**config.mk**
```make
export PLATFORM = sky130hd
export DESIGN_NAME = rst_seq_ctrl_flat
export DESIGN_NICKNAME = d
export VERILOG_FILES = /design/src/rtl/rst_seq_ctrl_if.sv /design/src/rtl/rst_seq_ctrl.sv /design/src/flat_wrapper.sv
export SDC_FILE = /design/constraint.sdc
export NUM_CORES = 1
export LEC_CHECK = 0
export ABC_AREA = 1
export BUFFER_PORTS_ARGS = -buffer_cell sky130_fd_sc_hd__buf_2
export CORE_ASPECT_RATIO = 1.25
export CORE_UTILIZATION = 35
export CTS_BUF_LIST = sky130_fd_sc_hd__clkbuf_2 sky130_fd_sc_hd__clkbuf_4 sky130_fd_sc_hd__clkbuf_8
export DETAILED_ROUTE_END_ITERATION = 8
export REMOVE_ABC_BUFFERS = 1
export SLEW_MARGIN = 20
export SYNTH_ARGS = -nofsm -noshare
export SYNTH_HDL_FRONTEND = slang
export SYNTH_SLANG_ARGS = --single-unit
```
**constraint.sdc**
```tcl
create_clock -name clk -period 2.5 [get_ports clk]
set_clock_uncertainty 0.2 [all_clocks]
set_input_delay 0.375 -clock clk [delete_from_list [all_inputs] [get_ports clk]]
set_output_delay 0.375 -clock clk [all_outputs]
set_load 0.05 [all_outputs]
```
**src/rtl/rst_seq_ctrl_if.sv**
```systemverilog
// Reset sequencer bus: software reset handshake
// and per-domain reset outputs.
interface rst_seq_ctrl_if #(
  parameter int NUM_STAGES = 3,
  parameter int CNT_W      = 8
);
  logic                  sw_rst_req;
  logic [CNT_W-1:0]      hold_cycles;
  logic [NUM_STAGES-1:0] stage_rst_n;
  logic                  rst_done;
  logic                  sw_rst_ack;

  modport master (
    output sw_rst_req,
    output hold_cycles,
    input  stage_rst_n,
    input  rst_done,
    input  sw_rst_ack
  );

  modport slave (
    input  sw_rst_req,
    input  hold_cycles,
    output stage_rst_n,
    output rst_done,
    output sw_rst_ack
  );
endinterface

```
**src/rtl/rst_seq_ctrl.sv**
```systemverilog
// Reset sequencer: init delay, staged domain release,
// done flag and software-requested reset re-run.
module rst_seq_ctrl #(
  parameter int NUM_STAGES = 3,
  parameter int INIT_DLY   = 100,
  parameter int STAGE_DLY  = 16,
  parameter int CNT_W      = 8
) (
  input  logic          clk,
  input  logic          rst,
  rst_seq_ctrl_if.slave bus
);
  localparam int SW = 3;

  typedef enum logic [1:0] {
    S_INIT,
    S_REL,
    S_DONE,
    S_HOLD
  } state_t;

  state_t                state;
  logic [CNT_W-1:0]      cnt;
  logic [CNT_W-1:0]      hold_q;
  logic [SW-1:0]         stg;
  logic [NUM_STAGES-1:0] stage_q;
  logic                  done_q;
  logic                  ack_q;

  // Sequencer FSM with registered reset, done and ack outputs
  always_ff @(posedge clk or posedge rst) begin
    if (rst) begin
      state   <= S_INIT;
      cnt     <= '0;
      hold_q  <= '0;
      stg     <= '0;
      stage_q <= '0;
      done_q  <= 1'b0;
      ack_q   <= 1'b0;
    end else begin
      ack_q <= 1'b0;
      unique case (state)
        S_INIT: begin
          if (cnt == CNT_W'(INIT_DLY - 1)) begin
            cnt   <= '0;
            stg   <= '0;
            state <= S_REL;
          end else begin
            cnt <= cnt + 1'b1;
          end
        end
        S_REL: begin
          if (cnt == '0)
            stage_q <= stage_q | (NUM_STAGES'(1) << stg);
          if (cnt == CNT_W'(STAGE_DLY - 1)) begin
            cnt <= '0;
            if (stg == SW'(NUM_STAGES - 1)) begin
              state  <= S_DONE;
              done_q <= 1'b1;
            end else begin
              stg <= stg + 1'b1;
            end
          end else begin
            cnt <= cnt + 1'b1;
          end
        end
        S_DONE: begin
          if (bus.sw_rst_req) begin
            stage_q <= '0;
            done_q  <= 1'b0;
            ack_q   <= 1'b1;
            hold_q  <= (bus.hold_cycles == '0) ?
                       CNT_W'(1) : bus.hold_cycles;
            cnt     <= '0;
            state   <= S_HOLD;
          end
        end
        S_HOLD: begin
          if (cnt == hold_q - 1'b1) begin
            cnt   <= '0;
            stg   <= '0;
            state <= S_REL;
          end else begin
            cnt <= cnt + 1'b1;
          end
        end
        default: state <= S_INIT;
      endcase
    end
  end

  assign bus.stage_rst_n = stage_q;
  assign bus.rst_done    = done_q;
  assign bus.sw_rst_ack  = ack_q;
endmodule
```
**src/flat_wrapper.sv**
```systemverilog
// flat-port wrapper written by rule: the top's interface ports become plain ports
module rst_seq_ctrl_flat 
#(
  parameter int NUM_STAGES = 3,
  parameter int INIT_DLY   = 100,
  parameter int STAGE_DLY  = 16,
  parameter int CNT_W      = 8
)
  (clk, rst, bus_sw_rst_req, bus_hold_cycles, bus_stage_rst_n, bus_rst_done, bus_sw_rst_ack);
  rst_seq_ctrl_if #(.NUM_STAGES(NUM_STAGES), .CNT_W(CNT_W)) bus_i ();
  input  logic clk;
  input  logic rst;
  input wire logic [$bits(bus_i.sw_rst_req)-1:0] bus_sw_rst_req;
  input wire logic [$bits(bus_i.hold_cycles)-1:0] bus_hold_cycles;
  output wire logic [$bits(bus_i.stage_rst_n)-1:0] bus_stage_rst_n;
  output wire logic [$bits(bus_i.rst_done)-1:0] bus_rst_done;
  output wire logic [$bits(bus_i.sw_rst_ack)-1:0] bus_sw_rst_ack;
  assign bus_i.sw_rst_req = bus_sw_rst_req;
  assign bus_i.hold_cycles = bus_hold_cycles;
  assign bus_stage_rst_n = bus_i.stage_rst_n;
  assign bus_rst_done = bus_i.rst_done;
  assign bus_sw_rst_ack = bus_i.sw_rst_ack;
  rst_seq_ctrl #(.NUM_STAGES(NUM_STAGES), .INIT_DLY(INIT_DLY), .STAGE_DLY(STAGE_DLY), .CNT_W(CNT_W)) u_core (.clk(clk), .rst(rst), .bus(bus_i));
endmodule
```
Word level (Yosys, flattened, before mapping)

Cells that the tools add are included.

Equality and inequality tests: 14
Divide/modulo/power cells: 0
$mul: 0
Add/sub/neg operators: 3
Reduce and logical (&&, ||, !) cells: 10
Mux-type cells: 26
Shifts and indexed selects: 1
Magnitude comparators: 0
Bitwise gates (word level): 1

Operators with widths:

| cell                | number |
|---|---|
| $mux 8              | 5 |
| $pmux 8 s4          | 1 |
| $mux 3              | 6 |
| $logic_not 8->1     | 2 |
| $mux 2              | 5 |
| $ne 2x1->1 const B  | 5 |
| $reduce_and 5->1    | 2 |
| $pmux 3 s3          | 1 |
| $add 8x1->8 const B | 1 |
| $eq 8x4->1 const B  | 1 |
| $eq 8x7->1 const B  | 1 |
| $eq 8x8->1          | 1 |
| $pmux 2 s4          | 1 |
| $sub 8x1->8 const B | 1 |
| $pmux 3 s2          | 1 |
| $mux 1              | 5 |
| $eq 2x2->1 const B  | 2 |
| $ne 2x2->1 const B  | 2 |
| $reduce_and 4->1    | 1 |
| $add 3x1->3 const B | 1 |
| $eq 3x2->1 const B  | 1 |
| $or 3x3->3          | 1 |
| $reduce_and 3->1    | 1 |
| $reduce_bool 3->1   | 1 |
| other kinds (6)     | 6 |

Bits in writable memories: 0
Register bits after elaboration: 26
Bits in read-only memories: 0
Memories kept: 0
Bits of input ports: 11
Word-level logic and storage cells: 62
Latch bits: 0

Depth between registers and ports, before layout

Gate-level depths: netlist of the first run.

Depth after elaboration: 4
Depth in mapped cells: 14
Gate-level depth less buffers: 14

Worst setup path after synthesis of the first run

Ideal clock, no wire load.

Kind: reg2reg
Start: register u_core.hold_q[0]
End: register u_core.cnt[4]
Data arrival time: 1.572 ns
Buffers on the path: 0
Period minus slack after synthesis: 1.888 ns
Data required time: 2.183 ns
Setup slack: 0.612 ns
Stages on the path, launching flop included: 14
Setup time: 0.117 ns
Cells stage by stage: dfrtp_1 > inv_1 > ha_1 > nand2_2 > nor2_2 > nand3_1 > nand2_1 > nand3_1 > nor2_2 > nand2_2 > nand2_4 > nand3_4 > nand2_1 > nand2_1

Word-level cells in the longest chain between the ends: 4

RTL lines:

| element                | line               | RTL |
|---|---|---|
| start, declared        | rst_seq_ctrl.sv:24 | `logic [CNT_W-1:0] hold_q;` |
| start signal, assigned | rst_seq_ctrl.sv:72 | `hold_q <= (bus.hold_cycles == '0) ?` |
| $sub 8x1->8            | rst_seq_ctrl.sv:79 | `if (cnt == hold_q - 1'b1) begin` |
| $eq 8x8->1             | rst_seq_ctrl.sv:79 |  |
| $mux 8                 | rst_seq_ctrl.sv:79 |  |
| $pmux 8 s4             | rst_seq_ctrl.sv:42 | `unique case (state)` |
| end signal, assigned   | rst_seq_ctrl.sv:49 | `cnt <= cnt + 1'b1;` |
| end signal, assigned   | rst_seq_ctrl.sv:64 | `cnt <= cnt + 1'b1;` |
| end signal, assigned   | rst_seq_ctrl.sv:84 | `cnt <= cnt + 1'b1;` |
| end, declared          | rst_seq_ctrl.sv:23 | `logic [CNT_W-1:0] cnt;` |

Every way passes these cells.
A chain may end at the register's enable or synchronous reset.

Final worst setup path of the first run

Start: register u_core.hold_q[0]
End: register u_core.cnt[3]

The elaborated chain is that of the path after synthesis.

==> results of run 1 <==
==> worst register-to-register path, cell delays in order (launching register included) <==
cell and delay, ns:
dfrtp_1 0.42, inv_1 0.14, ha_1 0.25, nand2_2 0.08, nor2_2 0.15, nand3_1 0.09, nand2_1 0.06, nand3_1 0.07
nor2_2 0.10, nand2_2 0.08, nand2_4 0.12, nand3_4 0.12, nand2_1 0.08, nand2_1 0.04
==> path summary, 6_finish.rpt <==
kind / slack, ns / start / cells after the start / endpoint
max: 0.39 / u_core.hold_q[0] / 13 / u_core.cnt[3]
min reg2reg: 0.30 / u_core.bus.rst_done / 2 / u_core.bus.rst_done
max in group asynchronous: 1.36 / rst / 4 / u_core.cnt[7]
min in group asynchronous: 0.48 / rst / 4 / u_core.bus.stage_rst_n[1]
min: 0.10 / bus_hold_cycles[5] / 3 / u_core.hold_q[5]
max reg2reg: 0.39 / u_core.hold_q[0] / 13 / u_core.cnt[3]
==> routing by layer <==
metal | GRT usage, % | up-vias | wire [µm]
met5 | 0 | - | 0
met4 | 6.38 | 0 | 61
met3 | 2.47 | 7 | 86
met2 | 26.5 | 14 | 1880
met1 | 18.6 | 716 | 1730
li1 | - | 827 | -
==> sequential cells by signal, summed over array words and instances, names as in the netlist <==
| name | cells |
|---|---|
| u_core.cnt | 8 |
| u_core.hold_q | 8 |
| u_core.bus.stage_rst_n | 3 |
| u_core.stg | 3 |
| u_core.state | 2 |
| u_core.bus.rst_done | 1 |
| u_core.bus.sw_rst_ack | 1 |
==> synth_stat cells (2+ instances only) <==
cell	instances
xor2_1	6
inv_1	36
a21oi_1	4
nand3_2	2
ha_1	13
nand4_1	8
xnor2_1	4
inv_2	2
o21ai_0	10
nor3b_1	2
nand2_1	84
dfrtp_1	26
nor2_1	25
nand3_1	13
nor2_2	4
nand2_2	3
==> cell type report <==
type / instances / area share, %
well taps: 60 / 3.65
repair buffers: 19 / 5.23
multi-input cells: 187 / 49.1
inverters: 38 / 6.94
clock inverters: 1 / 1.46
flip-flops and latches: 26 / 31.6
clock buffers: 3 / 2.01
==> report_power, final <==
group	internal [mW]	switching [mW]	leakage, nW
combinational	0.00858	0.0134	0.743
clock	0.215	0.143	0.0357
sequential	0.420	0	0.333
==> stage by stage <==
step	cell area, µm²	util [%]	setup slack, ns
detailed placement	1970	40.5	0.395
finish	2060	42.2	0.394
floorplan	1800	-	0.612
CTS	2060	42.2	0.377
global route	2060	42.2	0.197
global placement	1970	40.5	0.423
==> logic make-up (layout without fill, tap and decap cells) <==
family,count (synthesis),count (layout),synth area share (%)
simple gates,146,146,36.4
buf+inv,40,61,8.49
flops,26,26,35.9
compound gates,18,18,5.45
fa+ha+maj,13,13,8.97
xor+xnor,10,10,4.83
==> qor.yml, run 1 <==
dieArea_um2: 5470
grt_start_max_net_pins: 27
status: "complete, no violations"
fillers: 529
synth_seq_cells: 26
synth_area_leaders: "dfrtp_1 36%, nand2_1 17%, ha_1 9.0%"
period_minus_slack_ns: 2.11
synth_area_leader_cell: "dfrtp_1"
cts.clk_slew.worst_paths_ns: 0.09
worst_slew_pin_slew_ns: 0.547
insertion_delay_ns: 0.28
ys_seq_area_share_pct: 35.9
totalWireLength_um: 3760
ant_nets: 0
drv_slew: 0
cts_buffers: 3
multi_input_area_um2: 1010
grt_usage_pct: 15.3
diodes: 0
hold_viol_final: 0
grt_pass1_wl_um: 6380
vias_per_cell: 4.68
syn_area_um2: 1810
cts_tree: "done"
die_x_um: 66.4
relSlewSlack_pct: 63.1
required_ns: 2.48
ys_types: 27
layout_commonest_cell: "nand2_1"
start_util_pct: 37.2
critPathMaxStageDelay_ns: 0.42
cap_violations: 0
cts_setup_buffers: 0
drt_iter0_drc: 65
dp.final_hpwl_um: 2890
core_area_um2: 4870
synth_top_area_share_pct: 35.9
power_density_nw_per_um2: 389
cpMaxStageDelayCell: "dfrtp_1"
ys_warn_count: 0
p_total_uw: 800
min_path_type: "in -> reg"
io_buffer_count: 15
grt_pass1_vias: 1489
worst-path-buf-inv: 1
cts.sinks: 26
clockBufferDepth: 2
wire_per_inst_um: 11.2
placed_cells: 329
rows: 28
io_pins: 16
async_flop_share_pct: 100
cts-root-buf: "clkbuf_8"
worst-path-max-fanout: 9
cts_hold_buf: 1
regArea_um2: 651
first_pass_iters: 4
period_share_pct: 84.2
htreeDepth: 1
syn_inst: 253
drc: 0
grt_setup_unrepaired: "false"
avgSynthCellArea_um2: 7.17
vias: 1564
setup_tns_ns: 0
globalplace.congestion: 0.876
cp.arrival_ns: 2.09
ir_worst_vdd_mv: 0.197
layout_common_cells: "84 x nand2_1, 36 x inv_1, 26 x dfrtp_1"
fmax_ghz: 0.475
p_leak_nw: 1.11
worstPathCellList: "inv_1 > ha_1 > nand2_2 > nor2_2 > nand3_1 > nand2_1 > nand3_1 > nor2_2 > nand2_2 > nand2_4 > nand3_4 > nand2_1 > nand2_1"
start_kind: "flip-flop"
syn2layout_area_growth_pct: 13.4
finalSetupViolCount: 0
endpoint_kind: "flip-flop"
layout.nets: 299
critPathTopFamily: "simple AND/OR/NAND/NOR gates"
synthFlopType: "dfrtp_1"
whs_ns: 0.100
grt_overflow: 0
cpMostUsedCell: "nand2_1"
cts_resized: 0
crit_type: "reg -> reg"
antenna_found_initial: 0
synth_edf_count: 0
fin_cells: 334
drive_gt1_share_pct: 13.5
die_y_um: 82.5
Note: power is estimated with default switching activity, not from simulation.
==> run 2: changes to the inputs <==
Clock period 2.5 ns to 2.1 ns, I/O delays scaled along.
==> run 2 against run 1 <==
Compared with the run above:
- sequential cell count unchanged
- maximum frequency up 9.6%
- register-to-register slack worse by 0.22 ns
- combinational power up 21%
- worst setup slack worse by 0.22 ns
- worst hold slack worse by 0.057 ns
- wire length up 1.8%
- final cell count up 1.8%
==> qor.yml, run 2 (synthesized netlist as in run 1, its figures left out) <==
cap_violations: 0
drc: 0
cts.clk_slew.worst_paths_ns: 0.09
worst-path-max-fanout: 9
period_share_pct: 91.5
cts-root-buf: "clkbuf_8"
period_minus_slack_ns: 1.92
setup_tns_ns: 0
diodes: 0
reg2reg_from: "u_core.hold_q[0]"
first_pass_iters: 4
grt_overflow: 0
cts_tree: "done"
start_kind: "flip-flop"
status: "complete, no violations"
wire_per_inst_um: 11.2
dieArea_um2: 5470
min_path_type: "in -> reg"
cp.arrival_ns: 1.90
drt_iter0_drc: 95
globalplace.congestion: 0.825
antenna_found_initial: 0
grt_usage_pct: 15.1
cts_buffers: 3
design_area_um2: 2120
hold_viol_final: 0
insertion_delay_ns: 0.27
cp-startpoint: "u_core.hold_q[0]"
layout_common_cells: "84 x nand2_1, 36 x inv_1, 26 x dfrtp_1"
clockBufferDepth: 2
dp_worst_setup_slack_ns: 0.0985
dp.final_hpwl_um: 2990
die_y_um: 82.5
p_leak_nw: 1.14
totalWireLength_um: 3820
required_ns: 2.07
htreeDepth: 1
start_util_pct: 37.2
hp-start: "bus_hold_cycles[4]"
layout_commonest_cell: "nand2_1"
finalWorstSetupSlack_ns: 0.178
grt_pass1_wl_um: 6270
vias: 1615
crit_type: "reg -> reg"
fmax_ghz: 0.520
placedInstanceArea_um2: 2020
ir_worst_vdd_mv: 0.256
vias_per_cell: 4.75
grt_pass1_vias: 1423
drive_gt1_share_pct: 15.7
ant_nets: 0
endpoint_kind: "flip-flop"
grt_setup_unrepaired: "false"
io_buffer_count: 15
cts.sinks: 26
power_density_nw_per_um2: 447
grt_start_max_net_pins: 27
relSlewSlack_pct: 77.3
worst_slew_pin_slew_ns: 0.341
finalSetupViolCount: 0
core_area_um2: 4870
io_pins: 16
rows: 28
top_regs: "u_core.cnt (8), u_core.hold_q (8)"
layout.nets: 305
drv_slew: 0
die_x_um: 66.4
syn2layout_area_growth_pct: 16.8
==> run 2: cell type report <==
cell class                 count  area, µm²
fill                         503       2750
multi-input combinational    187       1030
sequential                    26        651
timing repair buffer          25        153
inverter                      38        143
tap                           60       75.1
clock buffer                   3       41.3
clock inverter                 1       30.0
==> run 2: critical path: stages, from the launching register on <==
cell     delay, ns
dfrtp_1       0.39
inv_1         0.13
ha_4          0.17
nand2_2       0.08
nor2_4        0.11
nand3_1       0.07
nand2_1       0.06
nand3_1       0.07
nor2_2        0.10
nand2_2       0.07
nand2_4       0.12
nand3_4       0.12
nand2_1       0.08
nand2_1       0.05
==> run 2: stage by stage <==
| step | instances | total power, mW | util (%) | hold slack [ns] |
|---|---|---|---|---|
| 3_5_place_dp | 335 | 0.536 | 41.5 | 0.195 |
| 2_1_floorplan | 251 | 0.520 | - | 0.155 |
| 4_1_cts | 340 | 0.964 | 43.1 | 0.0387 |
| 5_1_grt | 340 | 0.984 | 43.5 | 0.0410 |
| 3_3_place_gp | 335 | 0.537 | 41.5 | 0.194 |
| 6_report | 340 | 0.947 | 43.5 | 0.0435 |
==> run 2: timing repair <==
action,4_1_cts,5_1_grt
hold endpoints to repair,26,0
endpoints found under the setup margin,0,13
hold buffers,1,0
resized for setup,0,3
buffers inserted,0,0
==> run 2: per-layer routing <==
| layer | routed length, µm | track usage, % | up-vias |
|---|---|---|---|
| met2 | 1950 | 26.1 | 18 |
| met3 | 74 | 2.06 | 7 |
| met1 | 1740 | 19.2 | 755 |
| li1 | - | - | 835 |
| met4 | 57 | 5.32 | 0 |
| met5 | 0 | 0 | - |
==> run 2: where the power goes <==
group	switching [mW]	internal (mW)
clock	0.165	0.255
combinational	0.0163	0.0102
sequential	0	0.500
==> run 2: path summary, 6_finish.rpt <==
| path | end | slack, ns | depth (start not counted) |
|---|---|---|---|
| setup reg to reg | u_core.cnt[3] | 0.18 | 13 |
| min in group asynchronous | u_core.bus.stage_rst_n[1] | 0.43 | 4 |
| setup / recovery | u_core.cnt[3] | 0.18 | 13 |
| hold / removal | u_core.hold_q[4] | 0.04 | 3 |
| max in group asynchronous | u_core.cnt[5] | 1.02 | 4 |
| hold reg to reg | u_core.bus.rst_done | 0.30 | 2 |
